**config.mk**
```make
export PLATFORM = sky130hd
export DESIGN_NAME = uart_program_loader_flat
export DESIGN_NICKNAME = d
export VERILOG_FILES = /design/src/rtl/uart_program_loader_if.sv /design/src/rtl/uart_program_loader.sv /design/src/flat_wrapper.sv
export SDC_FILE = /design/constraint.sdc
export NUM_CORES = 1
export LEC_CHECK = 0
export CAP_MARGIN = 20
export CORE_ASPECT_RATIO = 1.25
export CORE_MARGIN = 2
export CORE_UTILIZATION = 51
export CTS_CLUSTER_SIZE = 14
export DETAILED_ROUTE_END_ITERATION = 12
export PLACE_DENSITY = 0.78
export SKIP_CTS_REPAIR_TIMING = 1
export SLEW_MARGIN = 10
export SYNTH_ARGS = -nofsm -noshare
export SYNTH_HDL_FRONTEND = slang
export SYNTH_SLANG_ARGS = --single-unit
export TNS_END_PERCENT = 20
```
**constraint.sdc**
```tcl
create_clock -name CLK -period 2.2 [get_ports CLK]
set_clock_uncertainty 0.1 [all_clocks]
set_input_delay 0.33 -clock CLK [delete_from_list [all_inputs] [get_ports CLK]]
set_output_delay 0.33 -clock CLK [all_outputs]
set_load 0.02 [all_outputs]
```
**src/rtl/uart_program_loader_if.sv**
```systemverilog
// Loader-side bundle: UART RX FIFO pop port, program-memory write port and CPU run/debug handshake.
// master = the loader, slave = the surrounding system (FIFO, PM, MIPS core, debug unit).
interface uart_program_loader_if #(
    parameter int PM_ADDR_W = 5
);
    logic                 I_RX_EMPTY;
    logic [7:0]           I_RX_DATA;
    logic                 O_RD_UART;
    logic                 O_PM_WR;
    logic [PM_ADDR_W-1:0] O_PM_ADDR;
    logic [31:0]          O_PM_DATA;
    logic                 O_LOAD_DONE;
    logic                 O_CPU_EN;
    logic                 I_HALT;
    logic                 O_SEND_REQ;
    logic                 I_SEND_DONE;
    logic                 O_ERR;

    modport master (
        input  I_RX_EMPTY, I_RX_DATA, I_HALT, I_SEND_DONE,
        output O_RD_UART, O_PM_WR, O_PM_ADDR, O_PM_DATA,
               O_LOAD_DONE, O_CPU_EN, O_SEND_REQ, O_ERR
    );

    modport slave (
        output I_RX_EMPTY, I_RX_DATA, I_HALT, I_SEND_DONE,
        input  O_RD_UART, O_PM_WR, O_PM_ADDR, O_PM_DATA,
               O_LOAD_DONE, O_CPU_EN, O_SEND_REQ, O_ERR
    );
endinterface

```
**src/rtl/uart_program_loader.sv**
```systemverilog
// UART program loader: reads N, loads N MSB-first 32-bit words into MIPS program memory, then runs/steps the CPU.
// Optional inter-byte timeout in RECEIVE_INSTR is enabled by defining LOADER_TIMEOUT_EN.
module uart_program_loader #(
    parameter int          PM_ADDR_W      = 5,
    parameter logic [7:0]  CMD_RUN        = 8'h72,
    parameter logic [7:0]  CMD_DEBUG      = 8'h64,
    parameter logic [7:0]  CMD_STEP       = 8'h73,
    parameter int unsigned TIMEOUT_CYCLES = 50000000
) (
    input logic                   CLK,
    input logic                   RESET,
    uart_program_loader_if.master bus
);
    // Word index must hold N-1 (up to 254) and also the first out-of-range index.
    localparam int IDX_W = (PM_ADDR_W >= 8) ? PM_ADDR_W + 1 : 9;
    localparam logic [IDX_W-1:0] DEPTH = IDX_W'(2 ** PM_ADDR_W);

    if (TIMEOUT_CYCLES < 2 || TIMEOUT_CYCLES > (1 << 26)) begin : g_bad_timeout
        $error("TIMEOUT_CYCLES must fit the 26-bit timeout counter");
    end

    typedef enum logic [2:0] {
        WAIT_N,
        RECEIVE_INSTR,
        LOAD_PM,
        WAIT_OP,
        RUN,
        SEND_RUN,
        DEBUG,
        SEND_DEBUG
    } state_t;

    state_t           state_q, state_d;
    logic [7:0]       n_q, n_d;
    logic [IDX_W-1:0] word_q, word_d;
    logic [1:0]       byte_q, byte_d;
    logic [31:0]      shreg_q, shreg_d;
    logic             step_q, step_d;
    logic             send_req_q, send_req_d;
    logic             rd;
    logic             timeout;
    logic             pm_wr;
    logic             err;

    assign rd = (state_q inside {WAIT_N, RECEIVE_INSTR, WAIT_OP, DEBUG}) && !bus.I_RX_EMPTY && !RESET;

`ifdef LOADER_TIMEOUT_EN
    localparam logic [25:0] TO_LAST = 26'(TIMEOUT_CYCLES - 1);
    logic [25:0] to_cnt_q;

    assign timeout = (state_q == RECEIVE_INSTR) && !rd && (to_cnt_q == TO_LAST);

    always_ff @(posedge CLK) begin
        if (RESET || state_q != RECEIVE_INSTR || rd || timeout)
            to_cnt_q <= '0;
        else
            to_cnt_q <= to_cnt_q + 26'd1;
    end
`else
    assign timeout = 1'b0;
`endif

    always_comb begin
        state_d    = state_q;
        n_d        = n_q;
        word_d     = word_q;
        byte_d     = byte_q;
        shreg_d    = shreg_q;
        step_d     = 1'b0;
        send_req_d = 1'b0;
        pm_wr      = 1'b0;
        err        = 1'b0;

        case (state_q)
            WAIT_N: begin
                if (rd) begin
                    if (bus.I_RX_DATA == 8'h00) begin
                        err = 1'b1;
                    end else begin
                        n_d     = bus.I_RX_DATA;
                        word_d  = '0;
                        byte_d  = '0;
                        state_d = RECEIVE_INSTR;
                    end
                end
            end
            RECEIVE_INSTR: begin
                if (timeout) begin
                    err     = 1'b1;
                    word_d  = '0;
                    byte_d  = '0;
                    state_d = WAIT_N;
                end else if (rd) begin
                    shreg_d = {shreg_q[23:0], bus.I_RX_DATA};
                    byte_d  = byte_q + 2'd1;
                    if (byte_q == 2'd3)
                        state_d = LOAD_PM;
                end
            end
            LOAD_PM: begin
                // Words past the PM depth are still counted so the stream stays aligned.
                pm_wr   = (word_q < DEPTH);
                err     = (word_q == DEPTH);
                word_d  = word_q + IDX_W'(1);
                state_d = (word_d == IDX_W'(n_q)) ? WAIT_OP : RECEIVE_INSTR;
            end
            WAIT_OP: begin
                if (rd) begin
                    if (bus.I_RX_DATA == CMD_RUN)
                        state_d = RUN;
                    else if (bus.I_RX_DATA == CMD_DEBUG)
                        state_d = DEBUG;
                    else
                        err = 1'b1;
                end
            end
            RUN: begin
                if (bus.I_HALT) begin
                    state_d    = SEND_RUN;
                    send_req_d = 1'b1;
                end
            end
            SEND_RUN: begin
                if (bus.I_SEND_DONE)
                    state_d = WAIT_N;
            end
            DEBUG: begin
                // step_q marks the single enabled cycle; the dump request follows it.
                if (step_q) begin
                    state_d    = SEND_DEBUG;
                    send_req_d = 1'b1;
                end else if (rd && bus.I_RX_DATA == CMD_STEP) begin
                    step_d = 1'b1;
                end
            end
            SEND_DEBUG: begin
                if (bus.I_SEND_DONE)
                    state_d = bus.I_HALT ? WAIT_N : DEBUG;
            end
            default: state_d = WAIT_N;
        endcase
    end

    always_ff @(posedge CLK) begin
        if (RESET) begin
            state_q    <= WAIT_N;
            n_q        <= '0;
            word_q     <= '0;
            byte_q     <= '0;
            shreg_q    <= '0;
            step_q     <= 1'b0;
            send_req_q <= 1'b0;
        end else begin
            state_q    <= state_d;
            n_q        <= n_d;
            word_q     <= word_d;
            byte_q     <= byte_d;
            shreg_q    <= shreg_d;
            step_q     <= step_d;
            send_req_q <= send_req_d;
        end
    end

    assign bus.O_RD_UART   = rd;
    assign bus.O_PM_WR     = pm_wr && !RESET;
    assign bus.O_PM_ADDR   = word_q[PM_ADDR_W-1:0];
    assign bus.O_PM_DATA   = shreg_q;
    assign bus.O_LOAD_DONE = state_q inside {WAIT_OP, RUN, SEND_RUN, DEBUG, SEND_DEBUG};
    assign bus.O_CPU_EN    = ((state_q == RUN) && !bus.I_HALT) || step_q;
    assign bus.O_SEND_REQ  = send_req_q;
    assign bus.O_ERR       = err && !RESET;
endmodule

```
**src/flat_wrapper.sv**
```systemverilog
// flat-port wrapper written by rule: the top's interface ports become plain ports
module uart_program_loader_flat 
#(
    parameter int          PM_ADDR_W      = 5,
    parameter logic [7:0]  CMD_RUN        = 8'h72,
    parameter logic [7:0]  CMD_DEBUG      = 8'h64,
    parameter logic [7:0]  CMD_STEP       = 8'h73,
    parameter int unsigned TIMEOUT_CYCLES = 50000000
)
  (CLK, RESET, bus_I_RX_EMPTY, bus_I_RX_DATA, bus_I_HALT, bus_I_SEND_DONE, bus_O_RD_UART, bus_O_PM_WR, bus_O_PM_ADDR, bus_O_PM_DATA, bus_O_LOAD_DONE, bus_O_CPU_EN, bus_O_SEND_REQ, bus_O_ERR);
  uart_program_loader_if #(.PM_ADDR_W(PM_ADDR_W)) bus_i ();
  input logic CLK;
  input logic RESET;
  input wire logic [$bits(bus_i.I_RX_EMPTY)-1:0] bus_I_RX_EMPTY;
  input wire logic [$bits(bus_i.I_RX_DATA)-1:0] bus_I_RX_DATA;
  input wire logic [$bits(bus_i.I_HALT)-1:0] bus_I_HALT;
  input wire logic [$bits(bus_i.I_SEND_DONE)-1:0] bus_I_SEND_DONE;
  output wire logic [$bits(bus_i.O_RD_UART)-1:0] bus_O_RD_UART;
  output wire logic [$bits(bus_i.O_PM_WR)-1:0] bus_O_PM_WR;
  output wire logic [$bits(bus_i.O_PM_ADDR)-1:0] bus_O_PM_ADDR;
  output wire logic [$bits(bus_i.O_PM_DATA)-1:0] bus_O_PM_DATA;
  output wire logic [$bits(bus_i.O_LOAD_DONE)-1:0] bus_O_LOAD_DONE;
  output wire logic [$bits(bus_i.O_CPU_EN)-1:0] bus_O_CPU_EN;
  output wire logic [$bits(bus_i.O_SEND_REQ)-1:0] bus_O_SEND_REQ;
  output wire logic [$bits(bus_i.O_ERR)-1:0] bus_O_ERR;
  assign bus_i.I_RX_EMPTY = bus_I_RX_EMPTY;
  assign bus_i.I_RX_DATA = bus_I_RX_DATA;
  assign bus_i.I_HALT = bus_I_HALT;
  assign bus_i.I_SEND_DONE = bus_I_SEND_DONE;
  assign bus_O_RD_UART = bus_i.O_RD_UART;
  assign bus_O_PM_WR = bus_i.O_PM_WR;
  assign bus_O_PM_ADDR = bus_i.O_PM_ADDR;
  assign bus_O_PM_DATA = bus_i.O_PM_DATA;
  assign bus_O_LOAD_DONE = bus_i.O_LOAD_DONE;
  assign bus_O_CPU_EN = bus_i.O_CPU_EN;
  assign bus_O_SEND_REQ = bus_i.O_SEND_REQ;
  assign bus_O_ERR = bus_i.O_ERR;
  uart_program_loader #(.PM_ADDR_W(PM_ADDR_W), .CMD_RUN(CMD_RUN), .CMD_DEBUG(CMD_DEBUG), .CMD_STEP(CMD_STEP), .TIMEOUT_CYCLES(TIMEOUT_CYCLES)) u_core (.CLK(CLK), .RESET(RESET), .bus(bus_i));
endmodule
```
**Yosys cells after proc, flatten, opt, wreduce, memory -nomap -nowiden**

Cells that the tools add are included.

- RAM bits: 0
- Memories kept: 0
- Bits in read-only memories: 0
- Word-level logic and storage cells: 89
- Bits of input ports: 13
- Output and inout port bits: 43
- Bits in latches: 0
- Bits in registers: 56

- Bitwise gates (word level): 2
- Add/subtract/negate cells: 2
- Div/mod/pow operators: 0
- Multiplexer cells: 32
- Multiply operators: 0
- Reduce and logical (&&, ||, !) cells: 22
- $lt $le $gt $ge: 1
- Shift-type cells: 0
- Eq/ne operators: 23

Operators by type and width:

| operator | number |
|---|---|
| 2-to-1 mux 3 bit | 12 |
| == test 8 x 7 -> 1 bit, second input constant | 3 |
| one-hot mux 3 bit (8 select lines) | 1 |
| 2-to-1 mux 9 bit | 2 |
| one-hot mux 9 bit (2 select lines) | 1 |
| == test 3 bit, second input constant | 4 |
| inequality test 2 bit, second input constant | 5 |
| AND reduction 10 bit | 1 |
| adder 9 x 1 -> 9 bit, second input constant | 1 |
| == test 9 x 6 -> 1 bit, second input constant | 1 |
| == test 9 x 8 -> 1 bit | 1 |
| < comparator 9 x 6 -> 1 bit, second input constant | 1 |
| 2-to-1 mux 1 bit | 9 |
| zero test 8 bit | 1 |
| 2-to-1 mux 2 bit | 4 |
| inequality test 2 x 1 -> 1 bit, second input constant | 4 |
| == test 3 x 2 -> 1 bit, second input constant | 2 |
| logical AND 1 bit | 6 |
| AND reduction 3 bit | 2 |
| nonzero test 5 bit | 1 |
| one-hot mux 2 bit (2 select lines) | 1 |
| AND reduction 4 bit | 1 |
| nonzero test 2 bit | 2 |
| nonzero test 4 bit | 1 |
| 12 further kinds | 15 |

**Longest topological paths before layout**

- Word-level depth: 7
- Mapped depth: 8
- Gate-level depth less buffers: 7

**Worst setup path after synthesis**

OpenSTA, ideal clock, no wires.

- Path type: reg2out
- Start point: register u_core.state_q[0]
- End point: output port bus_O_ERR
- Data required time: 1.770 ns
- Buffers on the path: 0
- Cell stages (with the launch flop): 6
- Path slack: 0.089 ns
- Data arrival time: 1.681 ns
- Cells stage by stage: dfxtp_1 > nand2b_4 > or2_1 > or4_1 > or3_1 > a21oi_2

- Cells in the longest elaborated chain, start to end: 7
- Elaborated cells on any way between the ends: 12
- Classes of those cells: eq/ne: 4; mux: 3; reduce/logical: 5

Ends and longest elaborated chain:

| item | line | text |
|---|---|---|
| from (decl) | uart_program_loader.sv:33 | `state_t state_q, state_d;` |
| from (signal assigned) | uart_program_loader.sv:154 | `state_q <= state_d;` |
| == test 3 x 1 -> 1 bit, or another cell as far along | uart_program_loader.sv:45, uart_program_loader.sv:74 |  |
| nonzero test 4 bit | uart_program_loader.sv:45 | `assign rd = (state_q inside {WAIT_N, RECEIVE_INSTR, WAIT_OP, DEBUG}) && !bus.I_RX_EMPTY && !RESET;` |
| logical AND 1 bit (2 in a row) | uart_program_loader.sv:45 |  |
| 2-to-1 mux 1 bit, on equally long branches | uart_program_loader.sv:108, uart_program_loader.sv:76 |  |
| one-hot mux 1 bit (3 select lines) * | uart_program_loader.sv:74 | `case (state_q)` |
| logical AND 1 bit * | uart_program_loader.sv:171 | `assign bus.O_ERR = err && !RESET;` |
| to (decl) | flat_wrapper.sv:25 | `output wire logic [$bits(bus_i.O_ERR)-1:0] bus_O_ERR;` |

Mark *: on every way between the ends. The rest lies on a longest branch, timed or not.

**Worst setup path in the final report**

Same ends and word-level chain as after synthesis.

==> results.toml <==
[drt]
viasPerCell = 5.423
vias = 2587
final_antenna_net_count = 0
dr.pass1.iters = 4
drt_iter0_markers = 214
drc_errors = 0
wl_per_cell_um = 14.28
drt_wl_total_um = 6811

[layout]
layout_common_cells = "nand2_1, dfxtp_1, clkdlybuf4s50_1, buf_4, nand3b_1"
antenna_cells = 0
area_growth_pct = 36.32
layout-drive-gt1-share = 0.1759
fin_nets = 430
final_common_cell = "nand2_1"

[cts]
htree_levels = 2
cts_inserted_buffers = 5
cts.reportedPaths.clkPinSlew_ns = 0.10
cts_tree = "yes"
cts.sinks = 56
cts_root_buffer = "clkbuf_8"
clock_path_buffers = 2
clk_latency_ns = 0.31

[die]
die_y_um = 85.93
num_io_pins = 56
fp-row-count = 29
die_w_um = 69.55
initial_core_util = 0.5353
core-area_sq_um = 5116
die-area_sq_um = 5976

[sta]
period_minus_slack_ns = 2.471
finalSetupTns_ns = -0.3190
timing.slew.headroom = 0.7018
setup_ws_ns = -0.2714
hold_viol_final = 0
worst_pin_slew_ns = 0.4472
slew_viol_final = 0
rsz0062_at_grt = "true"
period_share = 1.123
fmax_ghz = 0.4046
final-setup-viol-count = 2

[grt]
grt_pass1_vias = 2462
grt_overflow = 0
grt_max_degree = 57
grt_antenna_before_repair = 0
grtUsageTotal = 0.2342
grt_pass1_wl_um = 11450

[yosys]
synth_top_area_frac = 0.4093
synth.distinct_cells = 51
yosysWarnings = 0
ys_seq_elements = 56
yosysTopAreaCell = "dfxtp_1"
synth_cells = 332
synth-edff-count = 0
synth_area_per_cell_sq_um = 8.250
synth_nets = 348
ys_seq_area_frac = 0.4093
synth_flop_cell = "dfxtp_1"
synth_area_leaders = "dfxtp_1, nand2_1, nand3b_1"
ys_async_sr_fraction = 0
synth_area_sq_um = 2739

[setup_path]
cp.arrival_ns = 2.04
required_ns = 1.77
critPathLaunchType = "register"
path_class = "reg2out"
crit_path_end_kind = "output pin"
cp_max_fo = 2

[job]
maxCapViolations = 0

[power]
ir_drop_mv = 0.3323
cellPowerDensity_nw_per_um2 = 506.1
p_leak_nw = 1.598

[place]
gp_congestion = 0.9073
place_ws_ns = -0.6650
hpwl_um = 4908
io_buffers = 55

[outcome]
violations = "setup timing"
outcome = "complete, but fails checks"

[min_path]
hp-class = "reg2reg"
layer usage:
layer,GRT usage,vias to the layer above,part of all wire
met5,0,-,0
met4,0.08734,0,0.028
met3,0.03995,17,0.046
met2,0.4030,79,0.48
met1,0.2940,1193,0.44
li1,-,1298,-
metrics by stage:
step	hold slack (ns)	area, sq um	cells	power (W)	util
5_1_grt	0.3836	3734	477	0.001968	0.7298
3_3_place_gp	0.3407	3600	469	0.001335	0.7036
3_5_place_dp	0.3484	3600	469	0.001339	0.7036
2_1_floorplan	0.3290	2739	332	0.001213	-
4_1_cts	0.3601	3690	477	0.001902	0.7212
6_report	0.3575	3734	477	0.001889	0.7298
power by group:
group	switching [W]	internal (W)	leakage [nW]
combinational	0.000136	0.000133	1.10
sequential	0.0000178	0.00103	0.452
clock	0.000341	0.000227	0.0445
flip-flops by register name, indices dropped and copies added, names as in the netlist:
name / flops
u_core.byte_q: 2
u_core.word_q: 9
u_core.bus.O_SEND_REQ: 1
u_core.bus.O_PM_DATA: 32
u_core.step_q: 1
u_core.n_q: 8
u_core.state_q: 3
cell families after synthesis:
| kind of cell | after synthesis | share of synthesized area |
|---|---|---|
| xor gates and xnor gates | 14 | 0.04477 |
| adders and majority gates | 3 | 0.01371 |
| and+or+nand+nor | 180 | 0.3504 |
| muxes | 8 | 0.02924 |
| buffers and inverters | 30 | 0.05116 |
| AOI/OAI and AO/OA | 41 | 0.1014 |
| DFF | 56 | 0.4093 |
Yosys cell counts (all sizes together) (4+ instances only):
cell,number
nand2,71
clkbuf,16
buf,10
nor3,7
nand2b,4
nand3,7
and2,4
dfxtp,56
a21oi,15
mux2i,8
or3,4
nand4,4
nand3b,32
o21ai,11
inv,4
xnor2,7
xor2,7
nor2,25
final cells by class:
type,count,area (sq um)
Multi-Input combinational cell,246,1518
Fill cell,415,1383
Sequential cell,56,1121
Timing Repair Buffer,101,912.1
Tap cell,62,77.57
Clock buffer,5,68.82
Clock inverter,3,21.27
Inverter,4,15.01
worst max-delay path, stage by stage (launching register included):
cell and delay (ns):
dfxtp_1 0.32, nand2b_4 0.13, or2_4 0.23, or4_4 0.42, or3_4 0.37, a21oi_2 0.11, buf_4 0.14
path summary, 6_finish.rpt:
kind,startpoint,end,slack (ns),depth (start not counted)
setup / recovery,u_core.state_q[0],bus_O_ERR,-0.27,6
hold / removal,u_core.bus.O_PM_DATA[7],u_core.bus.O_PM_DATA[15],0.36,2
setup reg to reg,u_core.word_q[0],u_core.state_q[1],0.24,8
hold reg to reg,u_core.bus.O_PM_DATA[7],u_core.bus.O_PM_DATA[15],0.36,2
Note: power is estimated with default switching activity, not from simulation.
